<file path="config.mk">
export PLATFORM = sky130hd
export DESIGN_NAME = operand_fetch_flat
export DESIGN_NICKNAME = d
export VERILOG_FILES = /design/src/rtl/gpr_if.sv /design/src/rtl/operand_fetch.sv /design/src/flat_wrapper.sv
export SDC_FILE = /design/constraint.sdc
export NUM_CORES = 2
export LEC_CHECK = 0
export BUFFER_PORTS_ARGS = -buffer_cell sky130_fd_sc_hd__buf_2
export CAP_MARGIN = 10
export CORE_AREA = 4 4 532 534
export CTS_CLUSTER_SIZE = 25
export DETAILED_ROUTE_END_ITERATION = 8
export DIE_AREA = 0 0 536 538
export GPL_TIMING_DRIVEN = 0
export PLACE_DENSITY = 0.34
export SETUP_SLACK_MARGIN = 0.4
export SLEW_MARGIN = 15
export SYNTH_ARGS = -nofsm -noshare
export SYNTH_HDL_FRONTEND = slang
export SYNTH_SLANG_ARGS = --single-unit
</file>
<file path="constraint.sdc">
create_clock -name clk -period 2.8 [get_ports clk]
set_input_delay 0.14 -clock clk [delete_from_list [all_inputs] [get_ports clk]]
set_output_delay 0.14 -clock clk [all_outputs]
set_load 0.005 [all_outputs]
</file>
<file path="src/rtl/gpr_if.sv">
// Register-file view shared between writeback (writer) and operand fetch (reader).
`default_nettype none

interface gpr_if;
   logic [31:0] gpr [32];

   modport reader (input gpr);
   modport writer (output gpr);
endinterface

`default_nettype wire

</file>
<file path="src/rtl/operand_fetch.sv">
// Dual-lane register-read stage: GPR read with writeback bypass, long-latency
// destination scoreboard, RAW/WAW stall and a registered operand bundle for exec.
`default_nettype none

module operand_fetch #(
   parameter int NWB = 4
) (
   input  logic              clk,
   input  logic              rstn,
   input  logic              interlock,
   gpr_if.reader             gpr,
   input  logic              u_valid,
   input  logic [4:0]        u_ra,
   input  logic [4:0]        u_rb,
   input  logic [4:0]        u_rd,
   input  logic              u_rd_flag,
   input  logic              u_long,
   input  logic              l_valid,
   input  logic [4:0]        l_ra,
   input  logic [4:0]        l_rb,
   input  logic [4:0]        l_rd,
   input  logic              l_rd_flag,
   input  logic              l_long,
   input  logic [NWB-1:0]    wb_valid,
   input  logic [5*NWB-1:0]  wb_rd,
   input  logic [32*NWB-1:0] wb_data,
   output logic              stall,
   output logic [31:0]       u_opa,
   output logic [31:0]       u_opb,
   output logic [31:0]       l_opa,
   output logic [31:0]       l_opb,
   output logic              u_out_valid,
   output logic              l_out_valid,
   output logic [4:0]        u_out_rd,
   output logic              u_out_rd_flag,
   output logic [4:0]        l_out_rd,
   output logic              l_out_rd_flag,
   output logic [31:0]       busy
);

   logic [31:0] busy_q, busy_d;
   logic [31:0] rel;
   logic [31:0] rdy;
   logic        u_hz, l_hz, fire;
   logic [31:0] u_opa_d, u_opb_d, l_opa_d, l_opb_d;
   logic [31:0] u_opa_q, u_opb_q, l_opa_q, l_opb_q;
   logic        u_out_valid_q, l_out_valid_q;
   logic [4:0]  u_out_rd_q, l_out_rd_q;
   logic        u_out_rd_flag_q, l_out_rd_flag_q;

   always_comb begin
      rel = '0;
      for (int p = 0; p < NWB; p++) begin
         if (wb_valid[p]) rel[wb_rd[5*p +: 5]] = 1'b1;
      end
   end

   // A register being released this cycle is as good as not busy.
   assign rdy  = ~busy_q | rel;
   assign u_hz = u_valid & (~rdy[u_ra] | ~rdy[u_rb] | (u_rd_flag & u_long & ~rdy[u_rd]));
   assign l_hz = l_valid & (~rdy[l_ra] | ~rdy[l_rb] | (l_rd_flag & l_long & ~rdy[l_rd]));
   assign stall = u_hz | l_hz;
   assign fire  = ~stall & ~interlock;

   always_comb begin
      busy_d = busy_q & ~rel;
      if (fire && u_valid && u_rd_flag && u_long) busy_d[u_rd] = 1'b1;
      if (fire && l_valid && l_rd_flag && l_long) busy_d[l_rd] = 1'b1;
   end

   // Later ports override earlier ones, so the highest matching port wins.
   always_comb begin
      u_opa_d = gpr.gpr[u_ra];
      u_opb_d = gpr.gpr[u_rb];
      l_opa_d = gpr.gpr[l_ra];
      l_opb_d = gpr.gpr[l_rb];
      for (int p = 0; p < NWB; p++) begin
         if (wb_valid[p]) begin
            if (wb_rd[5*p +: 5] == u_ra) u_opa_d = wb_data[32*p +: 32];
            if (wb_rd[5*p +: 5] == u_rb) u_opb_d = wb_data[32*p +: 32];
            if (wb_rd[5*p +: 5] == l_ra) l_opa_d = wb_data[32*p +: 32];
            if (wb_rd[5*p +: 5] == l_rb) l_opb_d = wb_data[32*p +: 32];
         end
      end
   end

   always_ff @(posedge clk or negedge rstn) begin
      if (!rstn) begin
         busy_q          <= '0;
         u_opa_q         <= '0;
         u_opb_q         <= '0;
         l_opa_q         <= '0;
         l_opb_q         <= '0;
         u_out_valid_q   <= 1'b0;
         l_out_valid_q   <= 1'b0;
         u_out_rd_q      <= '0;
         l_out_rd_q      <= '0;
         u_out_rd_flag_q <= 1'b0;
         l_out_rd_flag_q <= 1'b0;
      end else begin
         busy_q <= busy_d;
         if (fire) begin
            u_opa_q         <= u_opa_d;
            u_opb_q         <= u_opb_d;
            l_opa_q         <= l_opa_d;
            l_opb_q         <= l_opb_d;
            u_out_valid_q   <= u_valid;
            l_out_valid_q   <= l_valid;
            u_out_rd_q      <= u_rd;
            l_out_rd_q      <= l_rd;
            u_out_rd_flag_q <= u_rd_flag;
            l_out_rd_flag_q <= l_rd_flag;
         end else if (!interlock) begin
            u_out_valid_q <= 1'b0;
            l_out_valid_q <= 1'b0;
         end
      end
   end

   assign busy          = busy_q;
   assign u_opa         = u_opa_q;
   assign u_opb         = u_opb_q;
   assign l_opa         = l_opa_q;
   assign l_opb         = l_opb_q;
   assign u_out_valid   = u_out_valid_q;
   assign l_out_valid   = l_out_valid_q;
   assign u_out_rd      = u_out_rd_q;
   assign l_out_rd      = l_out_rd_q;
   assign u_out_rd_flag = u_out_rd_flag_q;
   assign l_out_rd_flag = l_out_rd_flag_q;

endmodule

`default_nettype wire

</file>
<file path="src/flat_wrapper.sv">
// flat-port wrapper written by rule: the top's interface ports become plain ports
module operand_fetch_flat 
#(
   parameter int NWB = 4
)
  (clk, rstn, interlock, u_valid, u_ra, u_rb, u_rd, u_rd_flag, u_long, l_valid, l_ra, l_rb, l_rd, l_rd_flag, l_long, wb_valid, wb_rd, wb_data, stall, u_opa, u_opb, l_opa, l_opb, u_out_valid, l_out_valid, u_out_rd, u_out_rd_flag, l_out_rd, l_out_rd_flag, busy, gpr_gpr);
  gpr_if gpr_i ();
  input  logic clk;
  input  logic rstn;
  input  logic interlock;
  input  logic u_valid;
  input  logic [4:0] u_ra;
  input  logic [4:0] u_rb;
  input  logic [4:0] u_rd;
  input  logic u_rd_flag;
  input  logic u_long;
  input  logic l_valid;
  input  logic [4:0] l_ra;
  input  logic [4:0] l_rb;
  input  logic [4:0] l_rd;
  input  logic l_rd_flag;
  input  logic l_long;
  input  logic [NWB-1:0] wb_valid;
  input  logic [5*NWB-1:0] wb_rd;
  input  logic [32*NWB-1:0] wb_data;
  output logic stall;
  output logic [31:0] u_opa;
  output logic [31:0] u_opb;
  output logic [31:0] l_opa;
  output logic [31:0] l_opb;
  output logic u_out_valid;
  output logic l_out_valid;
  output logic [4:0] u_out_rd;
  output logic u_out_rd_flag;
  output logic [4:0] l_out_rd;
  output logic l_out_rd_flag;
  output logic [31:0] busy;
  input wire logic [$bits(gpr_i.gpr)-1:0] gpr_gpr;
  assign gpr_i.gpr = {>>{gpr_gpr}};
  operand_fetch #(.NWB(NWB)) u_core (.clk(clk), .rstn(rstn), .interlock(interlock), .gpr(gpr_i), .u_valid(u_valid), .u_ra(u_ra), .u_rb(u_rb), .u_rd(u_rd), .u_rd_flag(u_rd_flag), .u_long(u_long), .l_valid(l_valid), .l_ra(l_ra), .l_rb(l_rb), .l_rd(l_rd), .l_rd_flag(l_rd_flag), .l_long(l_long), .wb_valid(wb_valid), .wb_rd(wb_rd), .wb_data(wb_data), .stall(stall), .u_opa(u_opa), .u_opb(u_opb), .l_opa(l_opa), .l_opb(l_opb), .u_out_valid(u_out_valid), .l_out_valid(l_out_valid), .u_out_rd(u_out_rd), .u_out_rd_flag(u_out_rd_flag), .l_out_rd(l_out_rd), .l_out_rd_flag(l_out_rd_flag), .busy(busy));
endmodule
</file>
# After elaboration in Yosys (flattened, before gate mapping)

Cells that the tools add are included.

Register bits: 174
Input bits: 1215
Output and inout bits: 175

Magnitude comparators: 20
Equal/unequal tests: 17
Mux-type cells: 77
Bitwise gates (word level): 33
Reduce and logical (&&, ||, !) cells: 12

Operators by type and width:

| operator                                                                             | count |
|---|---|
| 32-bit two-way mux                                                                   | 46 |
| 32-bit binary-select mux with 5-bit select                                           | 4 |
| 32-bit OR                                                                            | 6 |
| 5-bit == test                                                                        | 16 |
| 32-bit inverter                                                                      | 2 |
| 5-bit by 6-bit less-than comparator with 1-bit output (second input constant)        | 10 |
| 32-bit bitwise AND                                                                   | 1 |
| 1-bit binary-select mux with 5-bit select                                            | 6 |
| 1-bit demux with 5-bit select                                                        | 6 |
| 5-bit by 1-bit greater-or-equal comparator with 1-bit output (second input constant) | 6 |
| 6-bit greater-or-equal comparator (second input constant)                            | 4 |
| 5-bit inverter with 6-bit output                                                     | 4 |
| 1-bit two-way mux                                                                    | 15 |
| 1-bit logical AND                                                                    | 12 |
| 1-bit inverter                                                                       | 8 |
| 1-bit bitwise AND                                                                    | 7 |
| 1-bit OR                                                                             | 5 |
| 2-bit by 1-bit != test with 1-bit output (second input constant)                     | 1 |

# Longest topological paths before layout

Depth in word-level cells: 27
Gate-level depth with buffers: 14
Gate-level depth less buffers: 10

# Worst setup path after synthesis

Ideal clock, no wire load.

Path type: input-to-reg
From: input u_ra[0]
To: register u_core.u_opa_q[17] (netlist: u_core.u_opa[17])
Library setup time: 0.125 ns
Data arrival time: 3.084 ns
Setup slack: -0.409 ns
Stages on the path: 12
Buffers on the path: 3
Path through: clkbuf_1 > clkbuf_1 > buf_1 > mux4_2 > mux4_2 > nand2_1 > a21oi_1 > a21oi_1 > o21ai_0 > mux2i_1 > o21ai_0 > mux2_4

Word-level cells in the longest chain between the ends: 12
Elaborated cells on any way between the ends: 25
Classes of those cells: eq/ne: 4; mux: 13; bitwise: 8

RTL lines:

| item                                                   | line                 | RTL |
|---|---|---|
| start, declared                                        | flat_wrapper.sv:12   | `input logic [4:0] u_ra;` |
| 5-bit inverter with 6-bit output (implied by the code) | operand_fetch.sv:73  | `u_opa_d = gpr.gpr[u_ra];` |
| 32-bit binary-select mux with 5-bit select             | operand_fetch.sv:73  |  |
| 32-bit two-way mux (implied by the code) (2 in a row)  | operand_fetch.sv:73  |  |
| 32-bit two-way mux                                     | operand_fetch.sv:79  | `if (wb_rd[5*p +: 5] == u_ra) u_opa_d = wb_data[32*p +: 32];` |
| 32-bit two-way mux                                     | operand_fetch.sv:78  | `if (wb_valid[p]) begin` |
| 32-bit two-way mux                                     | operand_fetch.sv:79  |  |
| 32-bit two-way mux                                     | operand_fetch.sv:78  |  |
| 32-bit two-way mux                                     | operand_fetch.sv:79  |  |
| 32-bit two-way mux                                     | operand_fetch.sv:78  |  |
| 32-bit two-way mux                                     | operand_fetch.sv:79  |  |
| 32-bit two-way mux                                     | operand_fetch.sv:78  |  |
| end signal, assigned                                   | operand_fetch.sv:103 | `u_opa_q <= u_opa_d;` |
| end, declared                                          | operand_fetch.sv:46  | `logic [31:0] u_opa_q, u_opb_q, l_opa_q, l_opb_q;` |

Parallel ways exist; a longest one is shown, timed or not. The select of a mux whose other input is x is not followed.
A chain may end at the register's enable or synchronous reset.

# Worst setup path after layout

From: input l_ra[4]
To: register u_core.l_opa_q[26] (netlist: u_core.l_opa[26])

Word-level cells in the longest chain between the ends: 12
Elaborated cells on any way between the ends: 25
Classes of those cells: eq/ne: 4; mux: 13; bitwise: 8

RTL lines:

| item                                                   | line                 | RTL |
|---|---|---|
| start, declared                                        | flat_wrapper.sv:18   | `input logic [4:0] l_ra;` |
| 5-bit inverter with 6-bit output (implied by the code) | operand_fetch.sv:75  | `l_opa_d = gpr.gpr[l_ra];` |
| 32-bit binary-select mux with 5-bit select             | operand_fetch.sv:75  |  |
| 32-bit two-way mux (implied by the code) (2 in a row)  | operand_fetch.sv:75  |  |
| 32-bit two-way mux                                     | operand_fetch.sv:81  | `if (wb_rd[5*p +: 5] == l_ra) l_opa_d = wb_data[32*p +: 32];` |
| 32-bit two-way mux                                     | operand_fetch.sv:78  |  |
| 32-bit two-way mux                                     | operand_fetch.sv:81  |  |
| 32-bit two-way mux                                     | operand_fetch.sv:78  |  |
| 32-bit two-way mux                                     | operand_fetch.sv:81  |  |
| 32-bit two-way mux                                     | operand_fetch.sv:78  |  |
| 32-bit two-way mux                                     | operand_fetch.sv:81  |  |
| 32-bit two-way mux                                     | operand_fetch.sv:78  |  |
| end signal, assigned                                   | operand_fetch.sv:105 | `l_opa_q <= l_opa_d;` |
| end, declared                                          | operand_fetch.sv:46  |  |

Parallel ways exist; a longest one is shown, timed or not. The select of a mux whose other input is x is not followed.

==> flow_metrics.env <==
export IMPL_finalCritPeriodShare_pct=129
export IMPL_firstDrtPassIters=5
export IMPL_synth_seq_cells=174
export IMPL_met3_usage_pct=9.80
export IMPL_synth_top_cells_by_count="mux4_2, nand2_1, o21ai_0"
export IMPL_fin_ws_ns=-0.800
export IMPL_routabilityCongestion=0.982
export IMPL_p_switching_w=0.0106
export IMPL_placementRows=194
export IMPL_fp_dieArea_mm2=0.288
export IMPL_dpl_cell_count=8945
export IMPL_grtUsageTotal_pct=32.4
export IMPL_drtAntennaViolNets=0
export IMPL_clock_sinks=174
export IMPL_synth_top_cell_by_area="mux4_2"
export IMPL_pwr_share_seq_pct=17.2
export IMPL_syn_nets=5044
export IMPL_powerDensity_mw_per_mm2=348
export IMPL_pwr_share_comb_pct=69.0
export IMPL_drc=0
export IMPL_ir_worst_vdd_uv=362
export IMPL_cap_violations=0
export IMPL_synth_top_area_share_pct=60.9
export IMPL_final_max_slew_viol_count=0
export IMPL_p_sw_share_pct=45.9
export IMPL_cts_root_buf="clkbuf_16"
export IMPL_yosys_warnings=0
export IMPL_synth_area_leaders="mux4_2, dfrtp_1, mux2i_1"
export IMPL_area_growth_pct=39.4
export IMPL_ios=1390
export IMPL_p_int_w=0.0125
export IMPL_core_mm2=0.278
export IMPL_post_drt_wl_per_cell_um=52.1
export IMPL_yosysSeqAreaShare_pct=9.12
export IMPL_drive_gt1_share_pct=67.4
export IMPL_dr_first_iter_drc_count=7530
export IMPL_clkTransAtPathRegs_ns=0.08
export IMPL_antenna_found_initial=528
export IMPL_initial_utilization_pct=17.1
export IMPL_worstSetupStartpointType="primary input"
export IMPL_wl_mm=489
export IMPL_grt_pass1_wl_mm=601
export IMPL_dp_hpwl_mm=422
export IMPL_synth_cells=3829
export IMPL_grt_max_degree=84
export IMPL_async_flop_share_pct=100
export IMPL_final_net_count=6582
export IMPL_final_cells=9373
export IMPL_die_x_um=536
export IMPL_synth_ff_type="dfrtp_1"
export IMPL_grt_util_met2_pct=50.0
export IMPL_portBuffers=1366
export IMPL_timing_worst_slew_pin_value_ns=1.27
export IMPL_cp_max_fo=10
export IMPL_worstPathArrival_ns=4.01
export IMPL_synthMostInstantiatedCell="mux4_2"
export IMPL_fin_tns_setup_ns=-109.25
export IMPL_status="complete, but fails checks"
export IMPL_path_class="primary input to register"
export IMPL_cts_buffer_depth=3
export IMPL_cts_tree="done"
export IMPL_synth_area_mm2=0.0477
export IMPL_hp_class="primary input to async pin"
export IMPL_grt_use_met1_pct=40.0
export IMPL_r2r_worst_path_cells=14
export IMPL_die_y_um=538
export IMPL_fin_worst_skew_ns=0.0327
export IMPL_htree_levels=4
export IMPL_cp_required_ns=3.21
export IMPL_synth_edf_count=0
export IMPL_clockPowerShare_pct=13.8
export IMPL_p_leak_nw=25.1
export IMPL_globalRouteOverflowTotal=0
export IMPL_setup_violations=175
export IMPL_top_usage_layer="met2"
export IMPL_violations="setup timing"
export IMPL_fin_crit_ns=3.60
export IMPL_clk_latency_ns=0.54
export IMPL_viasPerCell=5.79
export IMPL_yosys_cell_types_count=79
export IMPL_grt_pass1_vias=51600
export IMPL_syn_avg_cell_area_um2=12.5
export IMPL_slew_headroom_pct=15.5
export IMPL_cts_buffers=25
export IMPL_hold_viol=0
export IMPL_vias=54200
export IMPL_end_kind="register"
export IMPL_max_freq_mhz=278
export IMPL_grt_setup_unrepaired="true"
[timing repair]
action / CTS / global route
resized for setup: 764 / 219
endpoints found under the hold margin: 122 / 0
setup buffers: 49 / 37
hold buffers: 13 / 0
cloned: 13 / 7
pin swaps: 16 / 33
endpoints found under the setup margin: 175 / 175
[cells by family (layout without fill, tap and decap cells)]
kind of cell | Yosys count | count (layout) | synth area share [%]
AND/OR/NAND/NOR | 773 | 773 | 7.44
flip-flops | 174 | 174 | 9.12
other | 0 | 276 | 0
XOR/XNOR | 80 | 80 | 1.47
AO/OA/AOI/OAI | 658 | 658 | 8.16
buffers and inverters | 511 | 2055 | 4.56
multiplexers | 1633 | 1633 | 69.2
[power groups by stage]
stage / registers [W] / clock network [W] / logic, W
after floorplan: 0.00386 / 0 / 0.00715
after global placement: 0.00402 / 0 / 0.0144
after detailed placement: 0.00401 / 0 / 0.0145
after CTS: 0.00397 / 0.00328 / 0.0154
after global routing: 0.00407 / 0.00334 / 0.0164
final: 0.00397 / 0.00321 / 0.0160
[state kept, by name (all words and copies together), names as in the netlist]
register	cells
u_core.busy	32
u_core.l_opa	32
u_core.l_opb	32
u_core.u_opa	32
u_core.u_opb	32
u_core.l_out_rd	5
u_core.u_out_rd	5
u_core.l_out_rd_flag	1
u_core.l_out_valid	1
u_core.u_out_rd_flag	1
u_core.u_out_valid	1
[worst max-delay path, stage by stage]
cell      delay [ns]
clkbuf_1        0.56
clkbuf_4        0.56
clkbuf_2        0.60
mux4_2          0.47
mux2i_2         0.56
nor2_1          0.09
a21oi_1         0.18
o21ai_0         0.12
mux2i_1         0.24
o21ai_0         0.12
mux2_4          0.29
[through the flow]
stage | cell area, um^2 | setup WS, ns | power [W] | hold WS (ns) | utilization [%]
5_1_grt | 66300 | -0.741 | 0.0238 | 0.0410 | 23.8
4_1_cts | 64500 | -0.734 | 0.0226 | 0.00120 | 23.2
3_5_place_dp | 60200 | -3.56 | 0.0185 | -0.00592 | 21.6
6_report | 66500 | -0.800 | 0.0232 | 0.0252 | 23.9
2_1_floorplan | 48100 | -0.278 | 0.0110 | -0.156 | -
3_3_place_gp | 59600 | -4.87 | 0.0184 | 0.397 | 21.4
[layer usage]
metal,part of all wire [%],routed length (um)
met1,38,188000
met2,45,218000
met3,10,49100
met4,6.6,32400
met5,0.31,1520
[final timing paths]
path                                  from            endpoint  slack [ns]
max                                l_ra[4]    u_core.l_opa[26]       -0.80
min                                   rstn  u_core.u_out_rd[2]        0.03
max reg2reg                u_core.busy[16]    u_core.u_opb[13]       -0.75
min reg2reg                u_core.u_opb[6]     u_core.u_opb[6]        0.50
max in group asynchronous             rstn    u_core.u_opa[10]        1.55
min in group clk              wb_data[122]    u_core.u_opb[26]        0.03
[cell type report]
class / instances / area, um^2
plain buffers: 490 / 4260
fillers: 30100 / 212000
well taps: 3724 / 4660
flip-flops and latches: 174 / 4370
clock inverters: 5 / 105
clock buffers: 28 / 667
diodes: 276 / 691
inverters: 21 / 78.8
repair buffers: 1511 / 8790
multi-input cells: 3144 / 42900
[cell usage in the layout (no fill, tap or decap), types with 14 or more instances in the layout]
| cell type | count |
|---|---|
| clkbuf_2 | 72 |
| buf_2 | 1410 |
| o221ai_1 | 18 |
| nor2_1 | 109 |
| mux2i_1 | 147 |
| nand2_1 | 430 |
| mux2_2 | 20 |
| o221ai_2 | 17 |
| nor4_1 | 28 |
| clkbuf_4 | 65 |
| nor3_1 | 22 |
| inv_1 | 18 |
| buf_12 | 39 |
| buf_4 | 125 |
| o21ai_1 | 16 |
| xor2_1 | 64 |
| buf_16 | 22 |
| clkbuf_8 | 58 |
| o21ai_0 | 261 |
| buf_6 | 52 |
| buf_1 | 19 |
| mux2_4 | 125 |
| mux2i_2 | 14 |
| nand4b_1 | 18 |
| a21oi_2 | 41 |
| dfrtp_1 | 163 |
| and3_1 | 18 |
| xnor2_1 | 16 |
| clkbuf_16 | 48 |
| clkbuf_1 | 75 |
| mux2i_4 | 36 |
| buf_8 | 19 |
| mux4_2 | 1291 |
| a21oi_1 | 154 |
| o22ai_1 | 18 |
| diode_2 | 276 |
No activity file was read; power rests on OpenSTA's default activity.
